==> config.mk <==
export PLATFORM = sky130hd
export DESIGN_NAME = mult_div_sequencer
export DESIGN_NICKNAME = d
export VERILOG_FILES = /design/src/rtl/muldiv_pkg.sv /design/src/rtl/muldiv_iter_dp.sv /design/src/rtl/mult_div_sequencer.sv
export SDC_FILE = /design/constraint.sdc
export NUM_CORES = 1
export LEC_CHECK = 0
export ABC_CLOCK_PERIOD_IN_PS = 4200
export CAP_MARGIN = 25
export CORE_UTILIZATION = 45
export DETAILED_ROUTE_END_ITERATION = 8
export GPL_ROUTABILITY_DRIVEN = 0
export GPL_TIMING_DRIVEN = 0
export PLACE_DENSITY = 0.67
export SYNTH_ARGS = -nofsm -noshare
export SYNTH_HDL_FRONTEND = slang
export SYNTH_HIERARCHICAL = 1
export SYNTH_SLANG_ARGS = --single-unit
==> constraint.sdc <==
create_clock -name clk -period 4.2 [get_ports clk]
set_clock_uncertainty 0.2 [all_clocks]
set_input_delay 0.84 -clock clk [delete_from_list [all_inputs] [get_ports clk]]
set_output_delay 0.84 -clock clk [all_outputs]
set_load 0.05 [all_outputs]
==> src/rtl/muldiv_pkg.sv <==
// muldiv_pkg: shared types and constants for the HI/LO multiply/divide sequencer.
//   op_t    : operation codes presented on the op input (110/111 reserved)
//   state_t : sequencer FSM states
//   abs32   : magnitude of a 32-bit operand, honouring signedness
package muldiv_pkg;

  localparam int ITERS_DEFAULT = 32;

  typedef enum logic [2:0] {
    OP_MULT  = 3'b000,
    OP_MULTU = 3'b001,
    OP_DIV   = 3'b010,
    OP_DIVU  = 3'b011,
    OP_MTHI  = 3'b100,
    OP_MTLO  = 3'b101
  } op_t;

  typedef enum logic [1:0] {
    S_IDLE = 2'd0,
    S_MUL  = 2'd1,
    S_DIV  = 2'd2,
    S_FIX  = 2'd3
  } state_t;

  // -2^31 maps to 0x80000000, which is the correct unsigned magnitude.
  function automatic logic [31:0] abs32(input logic [31:0] v, input logic sgn);
    return (sgn && v[31]) ? (32'd0 - v) : v;
  endfunction

endpackage

==> src/rtl/muldiv_iter_dp.sv <==
// muldiv_iter_dp: iterative datapath shared by multiply and divide.
//   clk, rst_n : clock, asynchronous active-low reset
//   load       : latch operand magnitudes, clear counter
//   step       : perform one iteration this cycle
//   is_div     : 1 = restoring-divide step, 0 = shift-add multiply step
//   mag_a/mag_b: unsigned operand magnitudes (sampled on load)
//   acc        : {HI-half, LO-half}; product, or {remainder, quotient}
//   last       : the current step is the final one
module muldiv_iter_dp
  import muldiv_pkg::*;
#(
  parameter int ITERS = ITERS_DEFAULT
) (
  input  logic        clk,
  input  logic        rst_n,
  input  logic        load,
  input  logic        step,
  input  logic        is_div,
  input  logic [31:0] mag_a,
  input  logic [31:0] mag_b,
  output logic [63:0] acc,
  output logic        last
);

  localparam int CNT_W = $clog2(ITERS);

  logic [CNT_W-1:0] count;
  logic [31:0]      b_q;
  logic [32:0]      mul_sum;
  logic [64:0]      div_sh;
  logic [33:0]      div_diff;
  logic [63:0]      acc_next;

  always_comb begin
    // Multiply: add b to the upper half when the LSB is set, then shift right
    // with the carry entering at the top.
    mul_sum  = {1'b0, acc[63:32]} + (acc[0] ? {1'b0, b_q} : 33'd0);
    // Divide: shift {rem, quot} left, try subtracting b from the 33-bit partial
    // remainder; keep it and set the quotient bit when no borrow occurs.
    div_sh   = {acc, 1'b0};
    div_diff = {1'b0, div_sh[64:32]} - {2'b00, b_q};
    if (is_div) begin
      if (!div_diff[33]) acc_next = {div_diff[31:0], div_sh[31:1], 1'b1};
      else               acc_next = {div_sh[63:32], div_sh[31:1], 1'b0};
    end else begin
      acc_next = {mul_sum, acc[31:1]};
    end
  end

  assign last = (count == CNT_W'(ITERS - 1));

  always_ff @(posedge clk or negedge rst_n) begin
    if (!rst_n) begin
      acc   <= '0;
      b_q   <= '0;
      count <= '0;
    end else if (load) begin
      acc   <= {32'd0, mag_a};
      b_q   <= mag_b;
      count <= '0;
    end else if (step) begin
      acc   <= acc_next;
      count <= count + 1'b1;
    end
  end

endmodule

==> src/rtl/mult_div_sequencer.sv <==
// mult_div_sequencer: MIPS-style HI/LO multiply/divide unit.
//   op_valid/op/a/b : operation request; accepted when op_valid && op_ready
//   op_ready        : high in IDLE only
//   rd_req/rd_sel   : HI (1) / LO (0) read; rd_data is combinational
//   stall           : read requested while a mul/div is in flight
//   busy            : mul/div in flight
//   done            : one-cycle pulse after HI/LO are written by mul/div
//   fsm_state       : current FSM state, for observation
// Handshake: an op transfers on a rising edge where op_valid && op_ready; a
// read is valid in any cycle where stall is 0, and the requester holds rd_req
// while stall is 1.
module mult_div_sequencer
  import muldiv_pkg::*;
#(
  parameter int ITERS = ITERS_DEFAULT
) (
  input  logic        clk,
  input  logic        rst_n,
  input  logic        op_valid,
  input  logic [2:0]  op,
  input  logic [31:0] a,
  input  logic [31:0] b,
  output logic        op_ready,
  input  logic        rd_req,
  input  logic        rd_sel,
  output logic [31:0] rd_data,
  output logic        stall,
  output logic        busy,
  output logic        done,
  output state_t      fsm_state
);

  state_t      state, state_next;
  logic        load, step, wr_fix, wr_mthi, wr_mtlo, sgn_op;
  logic [31:0] hi, lo;
  logic        neg_a, neg_b, b_zero;
  logic [31:0] a_raw;
  logic [63:0] acc;
  logic        last;
  logic [63:0] prod_fix;
  logic [31:0] q_fix, r_fix, hi_new, lo_new;

  muldiv_iter_dp #(.ITERS(ITERS)) u_dp (
    .clk    (clk),
    .rst_n  (rst_n),
    .load   (load),
    .step   (step),
    .is_div (state == S_DIV),
    .mag_a  (abs32(a, sgn_op)),
    .mag_b  (abs32(b, sgn_op)),
    .acc    (acc),
    .last   (last)
  );

  always_comb begin
    state_next = state;
    load       = 1'b0;
    step       = 1'b0;
    wr_fix     = 1'b0;
    wr_mthi    = 1'b0;
    wr_mtlo    = 1'b0;
    sgn_op     = (op == OP_MULT) || (op == OP_DIV);
    case (state)
      S_IDLE: if (op_valid) begin
        case (op)
          OP_MULT, OP_MULTU: begin state_next = S_MUL; load = 1'b1; end
          OP_DIV,  OP_DIVU:  begin state_next = S_DIV; load = 1'b1; end
          OP_MTHI:           wr_mthi = 1'b1;
          OP_MTLO:           wr_mtlo = 1'b1;
          default:           ;
        endcase
      end
      S_MUL, S_DIV: begin
        step = 1'b1;
        if (last) state_next = S_FIX;
      end
      S_FIX: begin
        wr_fix     = 1'b1;
        state_next = S_IDLE;
      end
      default: state_next = S_IDLE;
    endcase
  end

  // Sign correction applied in FIX. Divide by zero bypasses it entirely so the
  // result is the raw dividend in HI and all-ones in LO for both signednesses.
  always_comb begin
    prod_fix = (neg_a ^ neg_b) ? (64'd0 - acc) : acc;
    q_fix    = (neg_a ^ neg_b) ? (32'd0 - acc[31:0]) : acc[31:0];
    r_fix    = neg_a ? (32'd0 - acc[63:32]) : acc[63:32];
    if (state == S_MUL) begin
      hi_new = prod_fix[63:32];
      lo_new = prod_fix[31:0];
    end else if (b_zero) begin
      hi_new = a_raw;
      lo_new = 32'hFFFF_FFFF;
    end else begin
      hi_new = r_fix;
      lo_new = q_fix;
    end
  end

  // The FIX state has to remember whether it came from MUL or DIV; a small
  // flag keeps that without adding FSM states.
  logic was_mul;

  always_ff @(posedge clk or negedge rst_n) begin
    if (!rst_n) begin
      state   <= S_IDLE;
      hi      <= '0;
      lo      <= '0;
      done    <= 1'b0;
      neg_a   <= 1'b0;
      neg_b   <= 1'b0;
      b_zero  <= 1'b0;
      a_raw   <= '0;
      was_mul <= 1'b0;
    end else begin
      state <= state_next;
      done  <= wr_fix;
      if (load) begin
        neg_a   <= sgn_op && a[31];
        neg_b   <= sgn_op && b[31];
        b_zero  <= (b == 32'd0);
        a_raw   <= a;
        was_mul <= (op == OP_MULT) || (op == OP_MULTU);
      end
      if (wr_mthi) hi <= a;
      if (wr_mtlo) lo <= a;
      if (wr_fix) begin
        if (was_mul) begin
          hi <= prod_fix[63:32];
          lo <= prod_fix[31:0];
        end else begin
          hi <= hi_new;
          lo <= lo_new;
        end
      end
    end
  end

  assign op_ready  = (state == S_IDLE);
  assign busy      = (state != S_IDLE);
  assign stall     = rd_req && busy;
  assign rd_data   = rd_sel ? hi : lo;
  assign fsm_state = state;

endmodule
### Word-level counts from Yosys, hierarchy flattened

Cells that the tools add are included.
W data, S select, Z words.

* $add $sub $neg: 8
* eq/ne operators: 12
* multiplexer cells: 38
* bitwise logic cells: 1
* reduce and logical (&&, ||, !) cells: 17

Operators by type and width (count)
* $mux W32: 16
* $mux W64: 5
* $sub A1 B32 Y32 const A: 4
* $sub A1 B64 Y64 const A: 1
* $sub A33 B32 Y34: 1
* $add A32 B33 Y33: 1
* $logic_not A32 Y1: 1
* $mux W1: 11
* $mux W5: 2
* $reduce_bool A2 Y1: 4
* $eq A3 B2 Y1 const B: 2
* $eq A3 B3 Y1 const B: 2
* $pmux W2 S3: 1
* $reduce_or A2 Y1: 3
* $add A5 B1 Y5 const B: 1
* $eq A5 B5 Y1 const B: 1
* $eq A2 B2 Y1 const B: 2
* $mux W2: 2
* $ne A2 B2 Y1 const B: 2
* $pmux W2 S2: 1
* $reduce_or A4 Y1: 1
* $eq A3 B1 Y1 const B: 1
* $logic_and A1 B1 Y1: 3
* $logic_not A3 Y1: 1
* 6 further kinds: 7

* bits in registers: 204
* output and inout port bits: 38
* word-level logic and storage cells: 88

### Logic depth before layout (Yosys ltp)

* depth after elaboration: 6
* gate-level depth with buffers: 13
* gate-level depth less buffers: 12

### By module

Netlist, hierarchy kept.

Modules (own cells, without submodules)
* mult_div_sequencer: times used 1, cells an instance 1087, area each 8947.3 µm², sequential area each 2577.5 µm²
* muldiv_iter_dp: times used 1, cells an instance 1071, area each 8722.1 µm², sequential area each 2527.4 µm²

### Worst setup path after synthesis

OpenSTA, ideal clock, no wires.

* path type: reg-to-reg
* from: reg state[0] (netlist: fsm_state[0])
* to: reg u_dp.acc[30]
* data arrival time: 3071 ps
* slack: 790 ps
* stages on the path, launching flop included: 10
* period minus slack after synthesis: 3410 ps
* path through: dfrtp_1 > inv_1 > ha_1 > nand3_1 > clkbuf_1 > inv_1 > clkbuf_1 > clkbuf_1 > clkbuf_1 > o21ai_0

* elaborated cells on any way between the ends: 10
* classes of those cells: eq/ne (2); mux (5); reduce/logical (3)

RTL lines
* start: declaration: line mult_div_sequencer.sv:33 `state_t state, state_next;`
* start signal: assignment: line mult_div_sequencer.sv:119 `state <= state_next;`
* $logic_not A2 Y1 *
* named net op_ready: line mult_div_sequencer.sv:23 `output logic op_ready,`
* $mux W1 *: line mult_div_sequencer.sv:63 `case (state)`
* named net load: line mult_div_sequencer.sv:34 `logic load, step, wr_fix, wr_mthi, wr_mtlo, sgn_op;`
* $mux W64 or $reduce_bool A2 Y1 (tied branches)
* end signal: assignment: line muldiv_iter_dp.sv:58 `acc <= {32'd0, mag_a};`
* end signal: assignment: line muldiv_iter_dp.sv:62 `acc <= acc_next;`
* end: declaration: line muldiv_iter_dp.sv:21 `output logic [63:0] acc,`

Mark *: on every way through the listed nets, which the timed path passes. The rest lies on a longest branch. The select of a mux whose other input is x is not followed.
A chain may end at the register's enable or synchronous reset.

### Final worst setup path

* from: in op[2]
* to: reg u_dp.acc[53]

* longest elaborated chain between the ends: 6
* elaborated cells on any way between the ends: 10
* classes of those cells: eq/ne (3); mux (4); reduce/logical (3)

RTL lines
* start: declaration: line mult_div_sequencer.sv:20 `input logic [2:0] op,`
* $eq A3 B2 Y1, or another cell as far along: line mult_div_sequencer.sv:65 `case (op)`
* $reduce_or A4 Y1 (no source line) *
* $mux W1 *: line mult_div_sequencer.sv:65
* $mux W1 *: line mult_div_sequencer.sv:64 `S_IDLE: if (op_valid) begin`
* $mux W1 *: line mult_div_sequencer.sv:63
* named net load: line mult_div_sequencer.sv:34
* $mux W64 or $reduce_bool A2 Y1 (tied branches)

Mark *: on every way through the listed nets, which the timed path passes. The rest lies on a longest branch.

==> metrics.txt <==
# TYPE chip_impl_metric gauge
chip_impl_info{name="status",value="complete, no violations"} 1
chip_impl_metric{name="max_freq",unit="MHz"} 247
chip_impl_metric{name="clock_insertion_delay_worst_skew",unit="ns"} 0.57
chip_impl_metric{name="layout-drive-gt1-share",unit="%"} 7.88
chip_impl_info{name="worstPathCellList",value="clkdlybuf4s50_1 -> inv_1 -> nand3_1 -> clkbuf_2 -> inv_1 -> clkbuf_4 -> nor2_1 -> clkbuf_1 -> a22oi_1 -> o211ai_1"} 1
chip_impl_metric{name="detailed_place_hpwl",unit="um"} 50500
chip_impl_metric{name="worst_path_largest_cell_delay",unit="ns"} 0.68
chip_impl_metric{name="timing.critical_path.fanout_max",unit=""} 10
chip_impl_metric{name="fin_tns_setup",unit="ns"} 0
chip_impl_metric{name="muxShareOfSynthArea",unit="%"} 8.41
chip_impl_metric{name="timing.final.hold_violations",unit=""} 0
chip_impl_metric{name="timing.slew.headroom",unit="%"} 27.5
chip_impl_metric{name="synthesized_area_fraction_occupied_by_ao_oa_aoi_and_oai_cells",unit="%"} 24.4
chip_impl_info{name="critical_path.startpoint_type",value="input pin"} 1
chip_impl_metric{name="n_fill_cell",unit=""} 3697
chip_impl_metric{name="globalRouteTotalUtil",unit="%"} 32.3
chip_impl_info{name="rsz0062_at_grt",value="no"} 1
chip_impl_metric{name="first_global_vias",unit=""} 17433
chip_impl_metric{name="setup_viol_count_final",unit=""} 0
chip_impl_info{name="clk_root_buffer_cell",value="sky130_fd_sc_hd__clkbuf_16"} 1
chip_impl_metric{name="htree_num_levels",unit=""} 1
chip_impl_metric{name="antenna_found_initial",unit=""} 1
chip_impl_metric{name="timing_worst_slew_pin_value",unit="ns"} 1.07
chip_impl_metric{name="ff2ff_setup_slack",unit="ns"} 0.20
chip_impl_metric{name="avgViaCountPerCell",unit=""} 6.38
chip_impl_metric{name="num_vias",unit=""} 18037
chip_impl_metric{name="cts_hold_repair.buffers",unit=""} 0
chip_impl_metric{name="routed_wire_length_per_instance",unit="um"} 23.2
chip_impl_info{name="timing.critical_path.slowest_stage_cell",value="sky130_fd_sc_hd__clkdlybuf4s50_1"} 1
chip_impl_info{name="holdCritPathClass",value="in -> async"} 1
chip_impl_metric{name="mappedNetlistArea",unit="sq um"} 17700
chip_impl_metric{name="post-route-drc-count",unit=""} 0
chip_impl_metric{name="initial_core_util",unit="%"} 45.7
chip_impl_metric{name="tritoncts_num_sinks",unit=""} 204
chip_impl_metric{name="synth_cell_types",unit=""} 102
chip_impl_metric{name="dpl_worst_slack",unit="ns"} -1.23
chip_impl_metric{name="postLayoutCellArea",unit="sq um"} 20200
chip_impl_metric{name="area_delta_synth_final",unit="%"} 14.5
chip_impl_metric{name="drt_first_iter_violations",unit=""} 1997
chip_impl_metric{name="ant_nets",unit=""} 0
chip_impl_metric{name="p_per_area",unit="nW/um^2"} 998
chip_impl_metric{name="edff_count_synth",unit=""} 0
chip_impl_metric{name="io_buffers",unit=""} 103
chip_impl_metric{name="core_area",unit="sq um"} 38600
chip_impl_metric{name="simple_gate_share_of_the_synthesized_area",unit="%"} 19.8
chip_impl_metric{name="grt_max_degree",unit=""} 113
chip_impl_info{name="synth_top_cells_by_area",value="sky130_fd_sc_hd__dfrtp_1, sky130_fd_sc_hd__ha_1, sky130_fd_sc_hd__xnor2_1, sky130_fd_sc_hd__mux2i_1, sky130_fd_sc_hd__nand2_1"} 1
chip_impl_metric{name="drt_pre_antenna_iters",unit=""} 7
chip_impl_metric{name="post_dp_cell_area",unit="sq um"} 19400
chip_impl_metric{name="post_synth_fa_ha_maj_area_fraction",unit="%"} 5.54
chip_impl_metric{name="ctsLongestPathBuffers",unit=""} 3
chip_impl_metric{name="numPlacedInstances",unit=""} 2781
chip_impl_metric{name="worst-endpoint-required",unit="ns"} 4.46
chip_impl_info{name="crit_type",value="in -> reg"} 1
chip_impl_metric{name="fin_worst_hold_slack",unit="ns"} 0.0633
chip_impl_metric{name="ys_warn_count",unit=""} 6
chip_impl_metric{name="final-instance-count-excl-fill",unit=""} 2828
chip_impl_metric{name="synth.net_count",unit=""} 2307
chip_impl_metric{name="worst_ep_arrival",unit="ns"} 4.32
chip_impl_metric{name="grt-ovfl-total",unit=""} 0
chip_impl_metric{name="tritoncts.num_buffers",unit=""} 25
chip_impl_metric{name="setup_ws",unit="ns"} 0.145
chip_impl_metric{name="p_leak",unit="nW"} 8.31
chip_impl_metric{name="post_synth_inst_count",unit=""} 2158
chip_impl_info{name="clock_tree_from_tritoncts",value="yes"} 1
chip_impl_metric{name="placement_rows",unit=""} 72
chip_impl_metric{name="post-route-min-period",unit="ns"} 4.05
chip_impl_metric{name="floorplan.die.height",unit="um"} 200
chip_impl_metric{name="grt_pass1_wl",unit="um"} 101000
chip_impl_metric{name="layout.nets",unit=""} 2440
chip_impl_metric{name="async_flop_share",unit="%"} 100
chip_impl_metric{name="drv.max_cap_violation_count",unit=""} 0
chip_impl_metric{name="detail_route.wirelength",unit="um"} 65500
chip_impl_metric{name="count_of_pins_over_their_slew_limit",unit=""} 0
chip_impl_metric{name="die_width",unit="um"} 200
chip_impl_metric{name="floorplan.io_pins",unit=""} 110
chip_impl_metric{name="vdd.ir_drop.worst",unit="V"} 0.000398
chip_impl_metric{name="synth-xor-area-share",unit="%"} 8.38
chip_impl_metric{name="die_area",unit="sq um"} 40100
chip_impl_metric{name="worst_setup_hold_path_clk_slew",unit="ns"} 0.06
chip_impl_metric{name="register_area_share_after_synthesis",unit="%"} 28.9
chip_impl_info{name="synth_top_family_by_area",value="compound AO/OA/AOI/OAI gates"} 1
chip_impl_metric{name="synth.ff_latch_count",unit=""} 204
chip_impl_info{name="critical_path.most_common_cell",value="sky130_fd_sc_hd__inv_1"} 1
chip_impl_metric{name="synth_top_cell_area_share",unit="%"} 28.9
chip_impl_info{name="cp-end-kind",value="register"} 1
chip_impl_info{name="post-synth-top-area-cell",value="sky130_fd_sc_hd__dfrtp_1"} 1
chip_impl_metric{name="finalCritPeriodShare",unit="%"} 96.5
chip_impl_metric{name="synth.avg_cell_area",unit="sq um"} 8.19
chip_impl_info{name="synth-main-ff-cell",value="sky130_fd_sc_hd__dfrtp_1"} 1
-- repair_timing --
item | in CTS | in global routing
gates resized for setup | 10 | 12
setup buffers | 0 | 1
setup endpoints to repair | 101 | 39
-- cells in the mapped netlist (7+ instances only) --
| cell type | count |
|---|---|
| sky130_fd_sc_hd__a221oi_1 | 18 |
| sky130_fd_sc_hd__and3_1 | 20 |
| sky130_fd_sc_hd__a22oi_1 | 34 |
| sky130_fd_sc_hd__o31ai_1 | 22 |
| sky130_fd_sc_hd__ha_1 | 75 |
| sky130_fd_sc_hd__a311oi_1 | 7 |
| sky130_fd_sc_hd__nand2b_1 | 18 |
| sky130_fd_sc_hd__o21ai_0 | 158 |
| sky130_fd_sc_hd__nor2_1 | 205 |
| sky130_fd_sc_hd__nor2b_1 | 11 |
| sky130_fd_sc_hd__inv_1 | 72 |
| sky130_fd_sc_hd__o21bai_1 | 7 |
| sky130_fd_sc_hd__nand2_1 | 213 |
| sky130_fd_sc_hd__xor2_1 | 72 |
| sky130_fd_sc_hd__mux2_2 | 60 |
| sky130_fd_sc_hd__a21oi_1 | 156 |
| sky130_fd_sc_hd__nor3_1 | 41 |
| sky130_fd_sc_hd__o22ai_1 | 18 |
| sky130_fd_sc_hd__dfrtp_1 | 204 |
| sky130_fd_sc_hd__o32ai_1 | 7 |
| sky130_fd_sc_hd__and2_1 | 46 |
| sky130_fd_sc_hd__o21a_1 | 8 |
| sky130_fd_sc_hd__buf_1 | 17 |
| sky130_fd_sc_hd__or3_1 | 18 |
| sky130_fd_sc_hd__xnor2_1 | 97 |
| sky130_fd_sc_hd__or2_2 | 9 |
| sky130_fd_sc_hd__or4_1 | 19 |
| sky130_fd_sc_hd__o41ai_1 | 15 |
| sky130_fd_sc_hd__nand4_1 | 17 |
| sky130_fd_sc_hd__clkbuf_1 | 99 |
| sky130_fd_sc_hd__mux2i_1 | 81 |
| sky130_fd_sc_hd__a31oi_1 | 26 |
| sky130_fd_sc_hd__o211ai_1 | 19 |
| sky130_fd_sc_hd__a21o_1 | 26 |
| sky130_fd_sc_hd__a211oi_1 | 27 |
| sky130_fd_sc_hd__nand3_1 | 38 |
| sky130_fd_sc_hd__o21ai_1 | 10 |
| sky130_fd_sc_hd__nor4_1 | 26 |
-- power breakdown --
group	internal [mW]	switching [mW]
sequential	2.97	1.33
clock	1.22	0.902
combinational	5.20	8.55
total	9.39	10.8
-- kinds of logic (layout without fill, tap and decap cells) --
logic type,after synthesis,after routing
other,0,1
muxes,141,141
adders and majority gates,77,77
AOI/OAI and AO/OA,645,645
xor gates and xnor gates,169,169
buffers and inverters,203,354
DFF,204,204
and+or+nand+nor,719,719
-- path summary, 6_finish.rpt --
path / from / end / depth (start not counted)
setup / recovery: op[2] / u_dp/acc[53]$_DFFE_PN0P_ / 10
hold / removal: rst_n / u_dp/acc[23]$_DFFE_PN0P_ / 1
setup reg to reg: u_dp/acc[54]$_DFFE_PN0P_ / u_dp/acc[48]$_DFFE_PN0P_ / 11
hold reg to reg: a_raw[31]$_DFFE_PN0P_ / a_raw[31]$_DFFE_PN0P_ / 2
max in group asynchronous: rst_n / u_dp/acc[0]$_DFFE_PN0P_ / 2
min in group clk: a_raw[31]$_DFFE_PN0P_ / a_raw[31]$_DFFE_PN0P_ / 2
-- per-layer routing --
layer	part of all wire, %	track usage, %
met5	0	0
met2	45	52.3
met3	9.9	5.68
met1	38	40.1
met4	7.8	20.1
-- per-stage QoR --
step	utilization (%)	power, mW
2_1_floorplan	-	13.6
3_3_place_gp	50.1	17.3
3_5_place_dp	50.2	17.5
4_1_cts	52.3	19.7
5_1_grt	52.3	21.4
6_report	52.3	20.2
-- state kept, by name, indices dropped and copies added (netlist names) --
| signal | count |
|---|---|
| a_raw | 32 |
| fsm_state | 2 |
| u_dp/b_q | 32 |
| neg_a | 1 |
| was_mul | 1 |
| neg_b | 1 |
| done | 1 |
| lo | 32 |
| u_dp/acc | 64 |
| hi | 32 |
| b_zero | 1 |
| u_dp/count | 5 |
-- cell type report --
type                            count  area, sq um  area share, %
Multi-Input combinational cell   1751        11800           58.2
Sequential cell                   204         5110           25.2
Timing Repair Buffer              107         1080           5.35
Clock buffer                       38          744           3.68
Tap cell                          518          648           3.20
Buffer                            126          541           2.67
Inverter                           76          285           1.41
Clock inverter                      7         50.0          0.247
Antenna cell                        1         2.50         0.0124
-- worst max-delay path: cells and delay by family --
family / cells / cell delay (ns)
buffers and inverters: 6 / 2.37
and+or+nand+nor: 2 / 0.76
AOI/OAI and AO/OA: 2 / 0.32
-- placed cells by master, fill, tap and decap left out, types with 16 or more instances in the layout --
master	count
sky130_fd_sc_hd__clkdlybuf4s50_1	102
sky130_fd_sc_hd__nand2_1	213
sky130_fd_sc_hd__xnor2_1	97
sky130_fd_sc_hd__mux2_2	60
sky130_fd_sc_hd__a21o_1	26
sky130_fd_sc_hd__o22ai_1	18
sky130_fd_sc_hd__clkbuf_16	25
sky130_fd_sc_hd__o211ai_1	19
sky130_fd_sc_hd__nor2_1	204
sky130_fd_sc_hd__a21oi_1	156
sky130_fd_sc_hd__a211oi_1	26
sky130_fd_sc_hd__a221oi_1	18
sky130_fd_sc_hd__o21ai_0	158
sky130_fd_sc_hd__mux2i_1	81
sky130_fd_sc_hd__a31oi_1	26
sky130_fd_sc_hd__nand4_1	17
sky130_fd_sc_hd__dfrtp_1	203
sky130_fd_sc_hd__ha_1	75
sky130_fd_sc_hd__or3_1	18
sky130_fd_sc_hd__and2_1	46
sky130_fd_sc_hd__inv_1	72
sky130_fd_sc_hd__buf_1	16
sky130_fd_sc_hd__nor4_1	26
sky130_fd_sc_hd__a22oi_1	34
sky130_fd_sc_hd__nand3_1	38
sky130_fd_sc_hd__xor2_1	72
sky130_fd_sc_hd__or4_1	19
sky130_fd_sc_hd__clkbuf_1	95
sky130_fd_sc_hd__o31ai_1	22
sky130_fd_sc_hd__nand2b_1	18
sky130_fd_sc_hd__nor3_1	41
sky130_fd_sc_hd__and3_1	20
Power figures use the tool's default switching activity.
==> RTL change (config.mk and constraints unchanged) <==
Set the package constant `ITERS_DEFAULT` to 16 (it was 32).
--- a/src/rtl/muldiv_pkg.sv
+++ b/src/rtl/muldiv_pkg.sv
@@ -6,3 +6,3 @@
 
-  localparam int ITERS_DEFAULT = 32;
+  localparam int ITERS_DEFAULT = 16;
 
Formal check against the unedited RTL: same outputs for any inputs over 4 cycles, from zero or initial values and one cycle with rst_n low; that may be too few to reach the edited logic, so the function may still have changed.
==> RTL change against the unedited design <==
  * Setup slack lost 0.095 ns
  * Routed wire length shrank 0.43%
  * Sequential cell count down 1
  * Cell area down 0.40%
  * Fmax down 2.3%
  * Area after synthesis down 1.2%
  * Global-route usage rose by 0.65 points
  * Synthesized cell count decreased by 1.2%
  * Sequential share of layout area hardly changed
  * Die area shrank 1.2%
  * Total power grew 1.3%
  * Critical endpoint is now u_dp/b_q[0]
==> RTL change: results <==
metrics = {
    "synthesis": {
        "synthArstFlopShare_pct": 100,
        "ys_top_cells_by_area": "dfrtp_1, ha_1, xnor2_1, nand2_1, mux2i_1",
        "synth_top_cells_by_count": "nand2_1, dfrtp_1, nor2_1, a21oi_1, o21ai_0",
        "ys_dominant_reg_cell": "dfrtp_1",
        "syn-num-nets": 2281,
        "ys_seq_area_share_pct": 29.1,
        "yosysUniqueCellTypes": 92,
        "ys_warn_count": 6,
    },
    "global_routing": {
        "grt_max_degree": 75,
        "antenna_found_initial": 3,
        "grt_pass1_wl_mm": 98.8,
        "grt_use_total_pct": 33.0,
        "first_global_vias": 17000,
    },
    "routing": {
        "num_vias": 17800,
        "routed_wl_mm": 65.3,
        "drtIter0Drc": 2115,
        "drtPass1Iterations": 8,
    },
    "clock_network": {
        "clock_path_buffers": 3,
        "clock-root-buffer": "clkbuf_16",
        "cts_buffers": 26,
        "h-tree-depth": 1,
    },
    "final_layout": {
        "diodes": 0,
        "fill_cells": 3607,
        "fin_nets": 2419,
        "largest-register": "u_dp/acc",
        "drive_gt1_share_pct": 8.03,
        "largest_reg_flops": 64,
    },
    "placed_design": {
        "pre_cts_ws_ns": -1.33,
        "hpwl_mm": 50.4,
        "numPortBuffers": 103,
    },
    "power_and_ir_drop": {
        "ir_worst_vdd_mv": 0.366,
        "cellLeakagePower_nw": 8.35,
        "swShare_pct": 52.6,
    },
    "setup_path": {
        "r2r-start": "u_dp/acc[0]",
        "arrival_ns": 4.38,
        "cp_slowest_cell": "clkbuf_1",
        "crit_fanout": 11,
    },
    "sta": {
        "relSlewSlack_pct": 24.9,
    },
    "outcome": {
        "status": "complete, no violations",
    },
    "hold_path": {
        "min_path_type": "primary input to asynchronous set/reset pin",
    },
}
[RTL change: cell types whose count changed after synthesis, sizes merged, moves of 7 or more]
cell    delta
and2       -9
nand3      -9
nor2      -18
mux2       +9
clkbuf     +7
nand2     +13
xor2       +7
[RTL change: power by group through the flow]
stage	Sequential [mW]	Combinational [mW]	Clock, mW
finish	4.34	13.8	2.33
global route	4.42	14.8	2.42
CTS	4.26	13.4	2.35
detailed placement	4.28	13.3	0
global placement	4.25	13.1	0
floorplan	3.72	9.93	0
[RTL change: timing repair]
item	CTS	global route
gates resized for setup	4	6
buffers inserted	0	5
setup endpoints to repair	100	22
[RTL change: critical path: cells and delay by family]
family                 cells  cell delay, ns
buffers and inverters      7            2.72
muxes                      1            0.41
and+or+nand+nor            1            0.39
[RTL change: layer usage]
metal	vias up	track usage, %	share of wire, %
met1	8348	41.1	39
li1	8030	-	-
met5	-	0	0.055
met2	1093	51.0	43
met3	282	5.26	9.2
met4	2	25.7	9.2
[RTL change: final cells by class]
| type | count | share of cell area [%] |
|---|---|---|
| Inverter | 73 | 1.38 |
| Buffer | 130 | 2.68 |
| Clock inverter | 14 | 0.764 |
| Multi-Input combinational cell | 1726 | 57.5 |
| Sequential cell | 203 | 25.2 |
| Clock buffer | 33 | 3.67 |
| Tap cell | 511 | 3.17 |
| Timing Repair Buffer | 111 | 5.63 |
[RTL change: stage by stage]
| stage | TNS [ns] | cells | area (µm²) |
|---|---|---|---|
| after floorplan | 0 | 2133 | 17500 |
| after global placement | -1468.19 | 2747 | 19100 |
| after detailed placement | -93.25 | 2749 | 19200 |
| after CTS | -0.267 | 2795 | 20100 |
| after global routing | 0 | 2801 | 20100 |
| final | 0 | 2801 | 20100 |
[RTL change: cells by family after synthesis]
kind of cell / share of synthesized area, %
AOI/OAI and AO/OA: 23.3
xor gates and xnor gates: 8.93
adders and majority gates: 5.53
buffers and inverters: 4.66
DFF: 29.1
muxes: 9.21
and+or+nand+nor: 19.2
[RTL change: path summary, 6_finish.rpt]
| kind | to | slack [ns] | cells after the start |
|---|---|---|---|
| hold / removal | a_raw[25] | 0.01 | 1 |
| min in group clk | a_raw[17] | 0.28 | 2 |
| max in group asynchronous | u_dp/acc[16] | 2.69 | 3 |
| setup reg to reg | hi[12] | 0.14 | 9 |
| setup / recovery | u_dp/b_q[0] | 0.05 | 9 |
| hold reg to reg | a_raw[17] | 0.28 | 2 |
